### config.mk
export PLATFORM = sky130hd
export DESIGN_NAME = alu_operand_collector
export DESIGN_NICKNAME = d
export VERILOG_FILES = /design/src/rtl/alu_opc_pkg.sv /design/src/rtl/alu_opc_timer.sv /design/src/rtl/alu_operand_collector.sv
export SDC_FILE = /design/constraint.sdc
export NUM_CORES = 1
export LEC_CHECK = 0
export ABC_AREA = 1
export ABC_CLOCK_PERIOD_IN_PS = 3000
export CORE_MARGIN = 2
export CORE_UTILIZATION = 54
export DETAILED_ROUTE_END_ITERATION = 8
export GPL_TIMING_DRIVEN = 0
export PLACE_DENSITY = 0.84
export SKIP_CTS_REPAIR_TIMING = 1
export SYNTH_ARGS = -nofsm -noshare
export SYNTH_HDL_FRONTEND = slang
export SYNTH_SLANG_ARGS = --single-unit
### constraint.sdc
create_clock -name CLK -period 3 [get_ports CLK]
set_clock_uncertainty 0.15 [all_clocks]
set_input_delay 0.9 -clock CLK [delete_from_list [all_inputs] [get_ports CLK]]
set_output_delay 0.9 -clock CLK [all_outputs]
set_load 0.005 [all_outputs]
### src/rtl/alu_opc_pkg.sv
// alu_opc_pkg
// Shared definitions for the ALU operand collector: FSM state encoding,
// the single-operand command codes of both command sets, and a helper
// that reports which operands a command consumes.
package alu_opc_pkg;

   typedef enum logic [1:0] {
      IDLE   = 2'd0,
      WAIT_A = 2'd1,
      WAIT_B = 2'd2
   } state_t;

   // Arithmetic set (MODE=1), single-operand commands
   localparam logic [7:0] ARITH_INC_A = 8'd4;
   localparam logic [7:0] ARITH_DEC_A = 8'd5;
   localparam logic [7:0] ARITH_INC_B = 8'd6;
   localparam logic [7:0] ARITH_DEC_B = 8'd7;

   // Logical set (MODE=0), single-operand commands
   localparam logic [7:0] LOGIC_NOT_A = 8'd6;
   localparam logic [7:0] LOGIC_NOT_B = 8'd7;
   localparam logic [7:0] LOGIC_SHR_A = 8'd8;
   localparam logic [7:0] LOGIC_SHL_A = 8'd9;
   localparam logic [7:0] LOGIC_SHR_B = 8'd10;
   localparam logic [7:0] LOGIC_SHL_B = 8'd11;

   // Returns {need_b, need_a}. Anything not listed is a two-operand command.
   function automatic logic [1:0] op_need(input logic mode, input logic [7:0] cmd);
      logic [1:0] need;
      need = 2'b11;
      if (mode) begin
         case (cmd)
            ARITH_INC_A, ARITH_DEC_A: need = 2'b01;
            ARITH_INC_B, ARITH_DEC_B: need = 2'b10;
            default:                  need = 2'b11;
         endcase
      end else begin
         case (cmd)
            LOGIC_NOT_A, LOGIC_SHR_A, LOGIC_SHL_A: need = 2'b01;
            LOGIC_NOT_B, LOGIC_SHR_B, LOGIC_SHL_B: need = 2'b10;
            default:                               need = 2'b11;
         endcase
      end
      return need;
   endfunction

endpackage

### src/rtl/alu_opc_timer.sv
// alu_opc_timer
// Counts clock-enabled wait cycles for the operand collector.
// Ports: clk, rst (async, active-high), clear (synchronous, wins over
// enable), enable (count this cycle), expired (the current wait cycle is
// the last one in which the missing operand may still arrive).
module alu_opc_timer #(
   parameter int TIMEOUT = 16
) (
   input  logic clk,
   input  logic rst,
   input  logic clear,
   input  logic enable,
   output logic expired
);

   localparam int CW = (TIMEOUT < 2) ? 1 : $clog2(TIMEOUT);

   logic [CW-1:0] cnt;

   // cnt holds (wait cycle number - 1), so it reaches TIMEOUT-1 on the
   // final accepted cycle and never needs to count past it.
   assign expired = (cnt == CW'(TIMEOUT - 1));

   always_ff @(posedge clk or posedge rst) begin
      if (rst)
         cnt <= '0;
      else if (clear)
         cnt <= '0;
      else if (enable && !expired)
         cnt <= cnt + 1'b1;
   end

endmodule

### src/rtl/alu_operand_collector.sv
// alu_operand_collector
// Gathers OPA/OPB (which may arrive on different cycles) into one complete
// operation for the ALU core and presents it as a single-cycle OP_VALID pulse.
// Ports:
//   CLK, RST (async, active-high), CE (clock enable, freezes all state)
//   MODE, CMD, INP_VALID[1:0] (bit0 OPA, bit1 OPB), OPA, OPB, CIN
//   OP_VALID, OP_MODE, OP_CMD, OP_A, OP_B, OP_CIN : collected operation
//   TIMEOUT_ERR : pulse when a missing operand never arrived
//   BUSY        : waiting for a missing operand
// Build option: define ALU_OPC_TIMEOUT_EN to abandon a wait after TIMEOUT
// enabled cycles; otherwise a wait lasts until the operand arrives or reset.
module alu_operand_collector
   import alu_opc_pkg::*;
#(
   parameter int WIDTH     = 8,
   parameter int CMD_WIDTH = 4,
   parameter int TIMEOUT   = 16
) (
   input  logic                 CLK,
   input  logic                 RST,
   input  logic                 CE,
   input  logic                 MODE,
   input  logic [CMD_WIDTH-1:0] CMD,
   input  logic [1:0]           INP_VALID,
   input  logic [WIDTH-1:0]     OPA,
   input  logic [WIDTH-1:0]     OPB,
   input  logic                 CIN,
   output logic                 OP_VALID,
   output logic                 OP_MODE,
   output logic [CMD_WIDTH-1:0] OP_CMD,
   output logic [WIDTH-1:0]     OP_A,
   output logic [WIDTH-1:0]     OP_B,
   output logic                 OP_CIN,
   output logic                 TIMEOUT_ERR,
   output logic                 BUSY
);

   state_t               state;
   logic                 lat_mode;
   logic [CMD_WIDTH-1:0] lat_cmd;
   logic [WIDTH-1:0]     lat_a;
   logic [WIDTH-1:0]     lat_b;
   logic                 lat_cin;
   logic [1:0]           need;
   logic                 expired;

   assign need = op_need(MODE, 8'(CMD));
   assign BUSY = (state != IDLE);

`ifdef ALU_OPC_TIMEOUT_EN
   alu_opc_timer #(.TIMEOUT(TIMEOUT)) u_timer (
      .clk     (CLK),
      .rst     (RST),
      .clear   (CE && state == IDLE),
      .enable  (CE && state != IDLE),
      .expired (expired)
   );
`else
   assign expired = 1'b0;
`endif

   // Pulses are rebuilt every edge so they last exactly one cycle and are
   // never produced on a CE=0 edge. The OP_* data registers only load on
   // completion, so they hold the last operation between pulses.
   always_ff @(posedge CLK or posedge RST) begin
      if (RST) begin
         state       <= IDLE;
         lat_mode    <= 1'b0;
         lat_cmd     <= '0;
         lat_a       <= '0;
         lat_b       <= '0;
         lat_cin     <= 1'b0;
         OP_VALID    <= 1'b0;
         OP_MODE     <= 1'b0;
         OP_CMD      <= '0;
         OP_A        <= '0;
         OP_B        <= '0;
         OP_CIN      <= 1'b0;
         TIMEOUT_ERR <= 1'b0;
      end else begin
         OP_VALID    <= 1'b0;
         TIMEOUT_ERR <= 1'b0;
         if (CE) begin
            case (state)
               IDLE: begin
                  if ((INP_VALID & need) == need) begin
                     OP_VALID <= 1'b1;
                     OP_MODE  <= MODE;
                     OP_CMD   <= CMD;
                     OP_A     <= OPA;
                     OP_B     <= OPB;
                     OP_CIN   <= CIN;
                  end else if (need == 2'b11 && INP_VALID != 2'b00) begin
                     lat_mode <= MODE;
                     lat_cmd  <= CMD;
                     lat_a    <= OPA;
                     lat_b    <= OPB;
                     lat_cin  <= CIN;
                     state    <= INP_VALID[0] ? WAIT_B : WAIT_A;
                  end
               end
               WAIT_A, WAIT_B: begin
                  // A fresh copy of the already-held operand, if flagged
                  // valid alongside the missing one, replaces the latched one.
                  if ((state == WAIT_A) ? INP_VALID[0] : INP_VALID[1]) begin
                     OP_VALID <= 1'b1;
                     OP_MODE  <= lat_mode;
                     OP_CMD   <= lat_cmd;
                     OP_A     <= INP_VALID[0] ? OPA : lat_a;
                     OP_B     <= INP_VALID[1] ? OPB : lat_b;
                     OP_CIN   <= lat_cin;
                     state    <= IDLE;
                  end else if (expired) begin
                     TIMEOUT_ERR <= 1'b1;
                     state       <= IDLE;
                  end
               end
               default: state <= IDLE;
            endcase
         end
      end
   end

endmodule

# == Yosys cells after proc, flatten, opt, wreduce, memory -nomap -nowiden ==
# Cells that the tools add are included.
# totals
register_bits,47
inputBits,27
output_inout_bits,25
elab_cells,73
# classes
n_eq_ne,16
n_mux,30
bitwise_logic,2
reduce_logical,13
# op_table
operator,count
$mux 8,6
$pmux 8 s2,2
$eq 4x3->1 const B,4
$eq 4x4->1 const B,4
$pmux 2 s2,3
$reduce_and 4->1,3
$mux 2,5
$mux 1,8
$mux 4,2
$ne 2x2->1 const B,4
$pmux 4 s2,1
$pmux 1 s2,3
$reduce_bool 2->1,3
$reduce_or 2->1,3
$reduce_or 3->1,2
$eq 2x2->1 const B,2
$and 2x2->2,1
$eq 2x1->1 const B,1
$eq 2x2->1,1
$logic_not 2->1,1
$logic_and 1x1->1,1
$not 1->1,1

# == Logic depth before layout (Yosys ltp) ==
# Gate-level depths: netlist of run 1.
# logic_depth
ltp_word,9
mapped_depth,12
depth_no_buf,11

# == Least setup slack after synthesis of run 1 ==
# OpenSTA, ideal clock, no wires.
# synth_path
path_type,in2reg
from,input INP_VALID[1]
to,register OP_A[0]
arrival_time_ns,1.827
required_ns,2.734
setup_slack_ns,0.907
stages,9
path_cell_list,inv_2 -> o21a_1 -> nand2_1 -> nand2_1 -> nor2_2 -> nand2_4 -> buf_4 -> nand2_1 -> nand2_1
# synth_via
elab_chain_cells,4
# synth_lines
element,line,source
start: declaration,alu_operand_collector.sv:24,"input logic [1:0] INP_VALID,"
$and 2x2->2,alu_operand_collector.sv:86,if ((INP_VALID & need) == need) begin
$eq 2x2->1,alu_operand_collector.sv:86,
$ne 2x2->1 (no source line),--,
$reduce_and 4->1 (no source line) *,--,
end signal: assignment,alu_operand_collector.sv:109,OP_A <= INP_VALID[0] ? OPA : lat_a;
end: declaration,alu_operand_collector.sv:31,"output logic [WIDTH-1:0] OP_A,"
# Mark *: on every way between the ends. The rest lies on a longest branch, timed or not.
# A chain may end at the register's enable or synchronous reset.

# == Final worst setup path of run 1 ==
# layout_path
from,register state[0]
to,output BUSY
# layout_via
elab_chain_cells,1
# layout_lines
element,line,source
start: declaration,alu_operand_collector.sv:38,state_t state;
start signal: assignment,alu_operand_collector.sv:99,state <= INP_VALID[0] ? WAIT_B : WAIT_A;
$reduce_bool 2->1,alu_operand_collector.sv:48,assign BUSY = (state != IDLE);
end: declaration,alu_operand_collector.sv:35,output logic BUSY
# No other way between the ends.

==> results of run 1 <==
[power by group]
group	internal, W	leakage, nW	switching [W]
Sequential	0.000925	0.588	0.000154
Clock	0.000270	0.0612	0.000221
Combinational	0.000631	0.928	0.000633
[synthesized netlist by cell type]
cell type | number | area, µm²
sky130_fd_sc_hd__nand3_2 | 3 | 30.0
sky130_fd_sc_hd__a21oi_1 | 6 | 30.0
sky130_fd_sc_hd__nand4_1 | 2 | 12.5
sky130_fd_sc_hd__nand2_4 | 3 | 33.8
sky130_fd_sc_hd__inv_2 | 5 | 18.8
sky130_fd_sc_hd__o21a_1 | 1 | 7.51
sky130_fd_sc_hd__nor2_1 | 7 | 26.3
sky130_fd_sc_hd__buf_4 | 4 | 30.0
sky130_fd_sc_hd__nand2_1 | 100 | 375
sky130_fd_sc_hd__o21ai_0 | 3 | 15.0
sky130_fd_sc_hd__conb_1 | 1 | 3.75
sky130_fd_sc_hd__inv_1 | 12 | 45.0
sky130_fd_sc_hd__buf_6 | 5 | 56.3
sky130_fd_sc_hd__buf_2 | 2 | 10.0
sky130_fd_sc_hd__o21ai_1 | 4 | 20.0
sky130_fd_sc_hd__mux2_2 | 16 | 180
sky130_fd_sc_hd__clkbuf_1 | 2 | 7.51
sky130_fd_sc_hd__ha_1 | 3 | 37.5
sky130_fd_sc_hd__nand2_2 | 3 | 18.8
sky130_fd_sc_hd__mux2i_1 | 1 | 10.0
sky130_fd_sc_hd__o21bai_1 | 1 | 7.51
sky130_fd_sc_hd__nor2_2 | 1 | 6.26
sky130_fd_sc_hd__dfrtp_1 | 47 | 1180
sky130_fd_sc_hd__nor3_4 | 1 | 16.3
sky130_fd_sc_hd__nand3_1 | 44 | 220
[registers in the layout, summed over array words and instances (netlist names), 2 cells and up]
register / count
OP_A: 8
OP_B: 8
lat_a: 8
lat_b: 8
OP_CMD: 4
lat_cmd: 4
state: 2
[cell families (layout without fill, tap and decap cells)]
family	count (synthesis)	after routing	share of synthesized area [%]
AO/OA/AOI/OAI	15	15	3.34
adder cells (fa/ha/maj)	3	3	1.57
buffers and inverters	30	89	7.00
flip-flops	47	47	49.1
multiplexers	17	17	7.94
other	1	1	0.157
AND/OR/NAND/NOR	164	164	30.9
[worst min-delay path by stage]
stage / slack, ns / cells past startpoint / from / end
after floorplan: 0.29 / 2 / lat_a[0] / lat_a[0]
after global placement: 0.30 / 2 / lat_a[7] / lat_a[7]
after detailed placement: 0.31 / 2 / lat_a[1] / lat_a[1]
after CTS: 0.33 / 2 / lat_a[4] / lat_a[4]
after global routing: 0.35 / 2 / lat_a[4] / lat_a[4]
final: 0.32 / 2 / lat_b[1] / lat_b[1]
[worst max-delay path, stage by stage, from the launching register on]
cell and delay [ns]:
sky130_fd_sc_hd__dfrtp_1 0.40, sky130_fd_sc_hd__inv_1 0.06, sky130_fd_sc_hd__ha_1 0.26, sky130_fd_sc_hd__inv_1 0.11, sky130_fd_sc_hd__clkdlybuf4s50_1 0.50
[routing by layer]
metal  track usage [%]  share of wire (%)
met3              5.41                4.3
met4              6.50                1.2
met5                 0                  0
met1              30.6                 47
met2              36.1                 48
[metrics by stage]
step                      power, W  worst slack (ns)  setup TNS (ns)
final                      0.00283             0.319               0
after global routing       0.00304             0.255               0
after CTS                  0.00285             0.297               0
after detailed placement   0.00235             0.147               0
after global placement     0.00231           -0.0924           -4.26
after floorplan            0.00182             0.834               0
[final cells by class]
type                    instances  area [µm²]  area share, %
flip-flops and latches         47        1180           38.0
multi-input cells             200        1050           33.9
repair buffers                 51         520           16.8
plain buffers                  13         104           3.35
clock buffers                   6        82.6           2.67
well taps                      52        65.1           2.10
inverters                      17        63.8           2.06
clock inverters                 2        35.0           1.13
==> impl_metrics.env, run 1 <==
export IMPL_post_route_min_period_ns=2.68
export IMPL_crit_end="BUSY"
export IMPL_layout_worst_path_cycle_share_pct=89.4
export IMPL_reg2reg_from="state[0]"
export IMPL_endpoint_kind="output pin"
export IMPL_global_route_usage_total_pct=22.4
export IMPL_leakage_nw=1.58
export IMPL_reg2reg_to="OP_A[0]"
export IMPL_power_per_cell_area_mw_per_mm2=915
export IMPL_finalMaxSlewViolations=0
export IMPL_synth_cell_type_count=25
export IMPL_cp_required_ns=1.95
export IMPL_drt_wl_total_mm=5.33
export IMPL_irDropWorstVdd_uv=550
export IMPL_ctsRootBufferMaster="sky130_fd_sc_hd__clkbuf_8"
export IMPL_antenna_diode_count=0
export IMPL_classification_of_the_worst_setup_path="flop to output pin"
export IMPL_vias_in_the_first_global_route=1876
export IMPL_max_freq_mhz=373
export IMPL_area_growth_synth_to_final_pct=29.4
export IMPL_dr_total_vias=1983
export IMPL_htreeDepth=2
export IMPL_final_area_mm2=0.00310
export IMPL_critical_path_arrival_ns=1.63
export IMPL_placed_standard_cell_area_mm2=0.00298
export IMPL_place_gp_congestion=0.850
export IMPL_synth_ff_latch_count=47
export IMPL_wire_length_of_the_first_global_routing_pass_mm=8.74
export IMPL_layout_drive_gt1_share_pct=15.8
export IMPL_placement_io_buffers=50
export IMPL_clock_tree_sinks=47
export IMPL_route_antenna_remaining_nets=0
export IMPL_timing_hold_ws_ns=0.324
export IMPL_floorplan_die_area_mm2=0.00498
export IMPL_status="finished, final reports clean"
export IMPL_drt_initial_drc_count=147
export IMPL_stdcell_count=388
export IMPL_placedCellCount=380
export IMPL_netlist_area_mm2=0.00239
export IMPL_floorplan_initialDensity_pct=55.4
export IMPL_syn_mean_instance_area_um2=8.65
export IMPL_unrepaired_setup_endpoints_after_global_routing="no"
export IMPL_path_type_of_the_worst_min_delay_path="flop to flop"
export IMPL_hpwl_mm=3.76
export IMPL_clk_insertion_delay_late_ns=0.31
export IMPL_antenna_violations_before_repair=0
export IMPL_core_region_area_mm2=0.00432
export IMPL_cts_clk_slew_worst_paths_ns=0.09
export IMPL_routedWlPerCell_um=13.7
export IMPL_die_height_um=70.6
export IMPL_grt_max_degree=31
export IMPL_avgViaCountPerCell=5.11
export IMPL_rows=24
export IMPL_yosysWarnings=0
export IMPL_die_width_um=70.6
export IMPL_first_pass_iters=4
export IMPL_cts_tree="yes"
export IMPL_rr_worst_depth=10
export IMPL_setup_viol_count_final=0
export IMPL_ctsLongestPathBuffers=2
export IMPL_seq_area_frac_synth_pct=49.1
export IMPL_final_net_count=365
export IMPL_mappedNetlistNets=307
export IMPL_cp_max_fo=4
export IMPL_critPathLaunchType="flop"
export IMPL_overall_overflow_remaining_after_global_route=0
export IMPL_worst_r2r_setup_slack_ns=0.84
export IMPL_critical_path_startpoint="state[0]"
export IMPL_final_hold_viol_count=0
export IMPL_fillers=348
export IMPL_post_route_utilization_pct=71.6
export IMPL_drv_max_cap_violation_count=0
export IMPL_layout_commonest_cell="sky130_fd_sc_hd__nand2_1"
export IMPL_mostFrequentLayoutCells="100 x sky130_fd_sc_hd__nand2_1, 50 x sky130_fd_sc_hd__clkdlybuf4s50_1, 47 x sky130_fd_sc_hd__dfrtp_1, 44 x sky130_fd_sc_hd__nand3_1, 16 x sky130_fd_sc_hd__mux2_2"
export IMPL_syn_instance_count=277
export IMPL_floorplan_io_pins=52
export IMPL_drc=0
export IMPL_cts_buffers=5
(Power assumes the default switching activity.)
==> run 2: changes to the inputs <==
--- a/config.mk
+++ b/config.mk
@@ -5,13 +5,13 @@
 export SDC_FILE = /design/constraint.sdc
 export NUM_CORES = 1
 export LEC_CHECK = 0
-export ABC_AREA = 1
 export ABC_CLOCK_PERIOD_IN_PS = 3000
 export CORE_MARGIN = 2
-export CORE_UTILIZATION = 54
+export CORE_UTILIZATION = 60
 export DETAILED_ROUTE_END_ITERATION = 8
+export DONT_BUFFER_PORTS = 1
 export GPL_TIMING_DRIVEN = 0
-export PLACE_DENSITY = 0.84
+export PLACE_DENSITY = 0.76
 export SKIP_CTS_REPAIR_TIMING = 1
 export SYNTH_ARGS = -nofsm -noshare
 export SYNTH_HDL_FRONTEND = slang
==> impl_metrics.env, run 2 <==
export IMPL_status="finished, final reports clean"
export IMPL_leakage_nw=1.14
export IMPL_htreeDepth=2
export IMPL_grt_max_degree=35
export IMPL_area_growth_synth_to_final_pct=7.50
export IMPL_mostFrequentLayoutCells="47 x sky130_fd_sc_hd__dfrtp_1, 46 x sky130_fd_sc_hd__mux2_2, 20 x sky130_fd_sc_hd__mux2_4, 6 x sky130_fd_sc_hd__clkbuf_8"
export IMPL_critical_path_arrival_ns=2.36
export IMPL_unrepaired_setup_endpoints_after_global_routing="no"
export IMPL_antenna_diode_count=0
export IMPL_first_pass_iters=4
export IMPL_rows=22
export IMPL_layout_worst_path_cycle_share_pct=77.4
export IMPL_routedWlPerCell_um=19.9
export IMPL_syn_instance_count=159
export IMPL_drc=0
export IMPL_syn_mean_instance_area_um2=14.7
export IMPL_core_region_area_mm2=0.00369
export IMPL_drt_wl_total_mm=4.31
export IMPL_floorplan_die_area_mm2=0.00441
export IMPL_drv_max_cap_violation_count=0
export IMPL_finalMaxSlewViolations=0
export IMPL_irDropWorstVdd_uv=616
export IMPL_synth_most_common_cell="sky130_fd_sc_hd__dfrtp_1"
export IMPL_max_freq_mhz=431
export IMPL_timing_hold_ws_ns=0.282
export IMPL_post_route_min_period_ns=2.32
export IMPL_final_hold_viol_count=0
export IMPL_hpwl_mm=3.15
export IMPL_critPathLaunchType="input pin"
export IMPL_synth_ff_latch_count=47
export IMPL_final_net_count=197
export IMPL_worst_path_buffer_plus_inverter_count=1
export IMPL_route_antenna_remaining_nets=0
export IMPL_ctsLongestPathBuffers=2
export IMPL_power_per_cell_area_mw_per_mm2=1060
export IMPL_asyncSetResetFlopFracSynth_pct=100
export IMPL_cts_tree="yes"
export IMPL_antenna_violations_before_repair=0
export IMPL_path_cells="or3b_1, a21oi_1, a311o_2, o221ai_4, buf_6, mux2_4"
export IMPL_cts_buffers=5
export IMPL_vias_in_the_first_global_route=1439
export IMPL_wire_length_of_the_first_global_routing_pass_mm=6.95
export IMPL_setup_total_neg_slack_ns=0
export IMPL_global_route_usage_total_pct=21.5
export IMPL_yosysWarnings=0
export IMPL_clock_tree_sinks=47
export IMPL_avgViaCountPerCell=5.99
export IMPL_fillers=286
export IMPL_die_height_um=66.4
export IMPL_overall_overflow_remaining_after_global_route=0
export IMPL_classification_of_the_worst_setup_path="input pin to flop"
export IMPL_ys_dominant_reg_cell="sky130_fd_sc_hd__dfrtp_1"
export IMPL_synth_cell_type_count=28
export IMPL_synthDominantCellAreaShare_pct=50.4
export IMPL_timing_critical_path_slowest_cell_delay_ns=0.41
export IMPL_layout_drive_gt1_share_pct=51.8
export IMPL_floorplan_initialDensity_pct=63.3
export IMPL_ys_top_cells_by_count="47 x sky130_fd_sc_hd__dfrtp_1, 46 x sky130_fd_sc_hd__mux2_2, 20 x sky130_fd_sc_hd__mux2_4"
export IMPL_timing_critical_path_max_delay_family="compound AO/OA/AOI/OAI gates"
export IMPL_dr_total_vias=1293
export IMPL_synth_top_cells_by_area="sky130_fd_sc_hd__dfrtp_1 50%, sky130_fd_sc_hd__mux2_2 22%, sky130_fd_sc_hd__mux2_4 13%, sky130_fd_sc_hd__ha_1 1.6%, sky130_fd_sc_hd__buf_4 1.3%"
export IMPL_placement_io_buffers=0
export IMPL_endpoint_kind="flop"
export IMPL_cp_required_ns=3.04
export IMPL_cp_max_fo=10
export IMPL_mappedNetlistNets=189
export IMPL_ctsRootBufferMaster="sky130_fd_sc_hd__clkbuf_8"
export IMPL_netlist_area_mm2=0.00233
export IMPL_setup_viol_count_final=0
export IMPL_clk_insertion_delay_late_ns=0.30
export IMPL_layout_commonest_cell="sky130_fd_sc_hd__dfrtp_1"
export IMPL_synth_enable_flop_cells=0
export IMPL_crit_slowest_cell="sky130_fd_sc_hd__a311o_2"
export IMPL_floorplan_io_pins=52
export IMPL_cts_clk_slew_worst_paths_ns=0.09
export IMPL_path_type_of_the_worst_min_delay_path="input pin to async pin"
export IMPL_place_gp_congestion=0.728
export IMPL_die_width_um=66.4
export IMPL_drt_initial_drc_count=139
export IMPL_final_seq_area_mm2=0.00118
export IMPL_multi_input_gate_area_mm2=0.00108
export IMPL_synth_largest_area_cell="sky130_fd_sc_hd__dfrtp_1"
export IMPL_seq_area_frac_synth_pct=50.4
[run 2: cell count changes after synthesis, sizes merged, moves of 3 or more]
cell    previous run  this run
o21ai              7         3
mux2              16        66
nand3             47         1
buf               11         8
nand2            106         0
nor2               8         3
inv               17         4
nand2b             0         4
[run 2: area by class of cell]
cell class	count	share of cell area [%]
sequential	47	46.9
inverter	4	0.598
multi-input combinational	100	43.1
tap	48	2.39
clock inverter	1	0.349
buffer	8	2.49
timing repair buffer	1	0.798
clock buffer	7	3.44
[run 2: metrics by stage]
stage | power (W) | setup WS, ns | utilization (%) | cells | cell area, µm²
5_1_grt | 0.00280 | 0.632 | 68.0 | 216 | 2510
6_report | 0.00265 | 0.679 | 68.0 | 216 | 2510
4_1_cts | 0.00268 | 0.695 | 68.0 | 216 | 2510
3_5_place_dp | 0.00227 | 0.368 | 65.5 | 208 | 2410
2_1_floorplan | 0.00205 | 0.487 | - | 159 | 2330
3_3_place_gp | 0.00218 | 0.403 | 64.9 | 207 | 2390
[run 2: final timing paths]
check / from / to / slack [ns] / cells past startpoint
max in group asynchronous: RST / OP_A[4] / 1.94 / 2
worst max register to register: state[0] / OP_A[1] / 0.82 / 7
worst max-delay path: CMD[3] / OP_A[1] / 0.68 / 6
worst min register to register: lat_b[4] / lat_b[4] / 0.36 / 1
worst min-delay path: RST / OP_B[2] / 0.28 / 1
min in group CLK: lat_b[4] / lat_b[4] / 0.36 / 1
[run 2: logic make-up after synthesis]
family | Yosys count | share of synthesized area [%]
compound gates | 14 | 4.88
xor+xnor | 1 | 0.375
other cells | 1 | 0.161
mux | 67 | 35.5
fa+ha+maj | 3 | 1.61
buf+inv | 12 | 3.32
flops | 47 | 50.4
simple gates | 14 | 3.80
[run 2: routing by layer]
layer,vias to the layer above,GRT usage (%),wire (µm)
li1,584,-,-
met1,665,26.3,1760
met3,6,7.16,308
met4,0,5.36,42
met5,-,0,0
met2,38,36.5,2200
[run 2: where the power goes]
part | total (W) | switching (W) | leakage, nW | internal (W)
logic | 0.00107 | 0.000393 | 0.528 | 0.000676
clock network | 0.000406 | 0.000217 | 0.0484 | 0.000189
registers | 0.00118 | 0.000218 | 0.561 | 0.000958
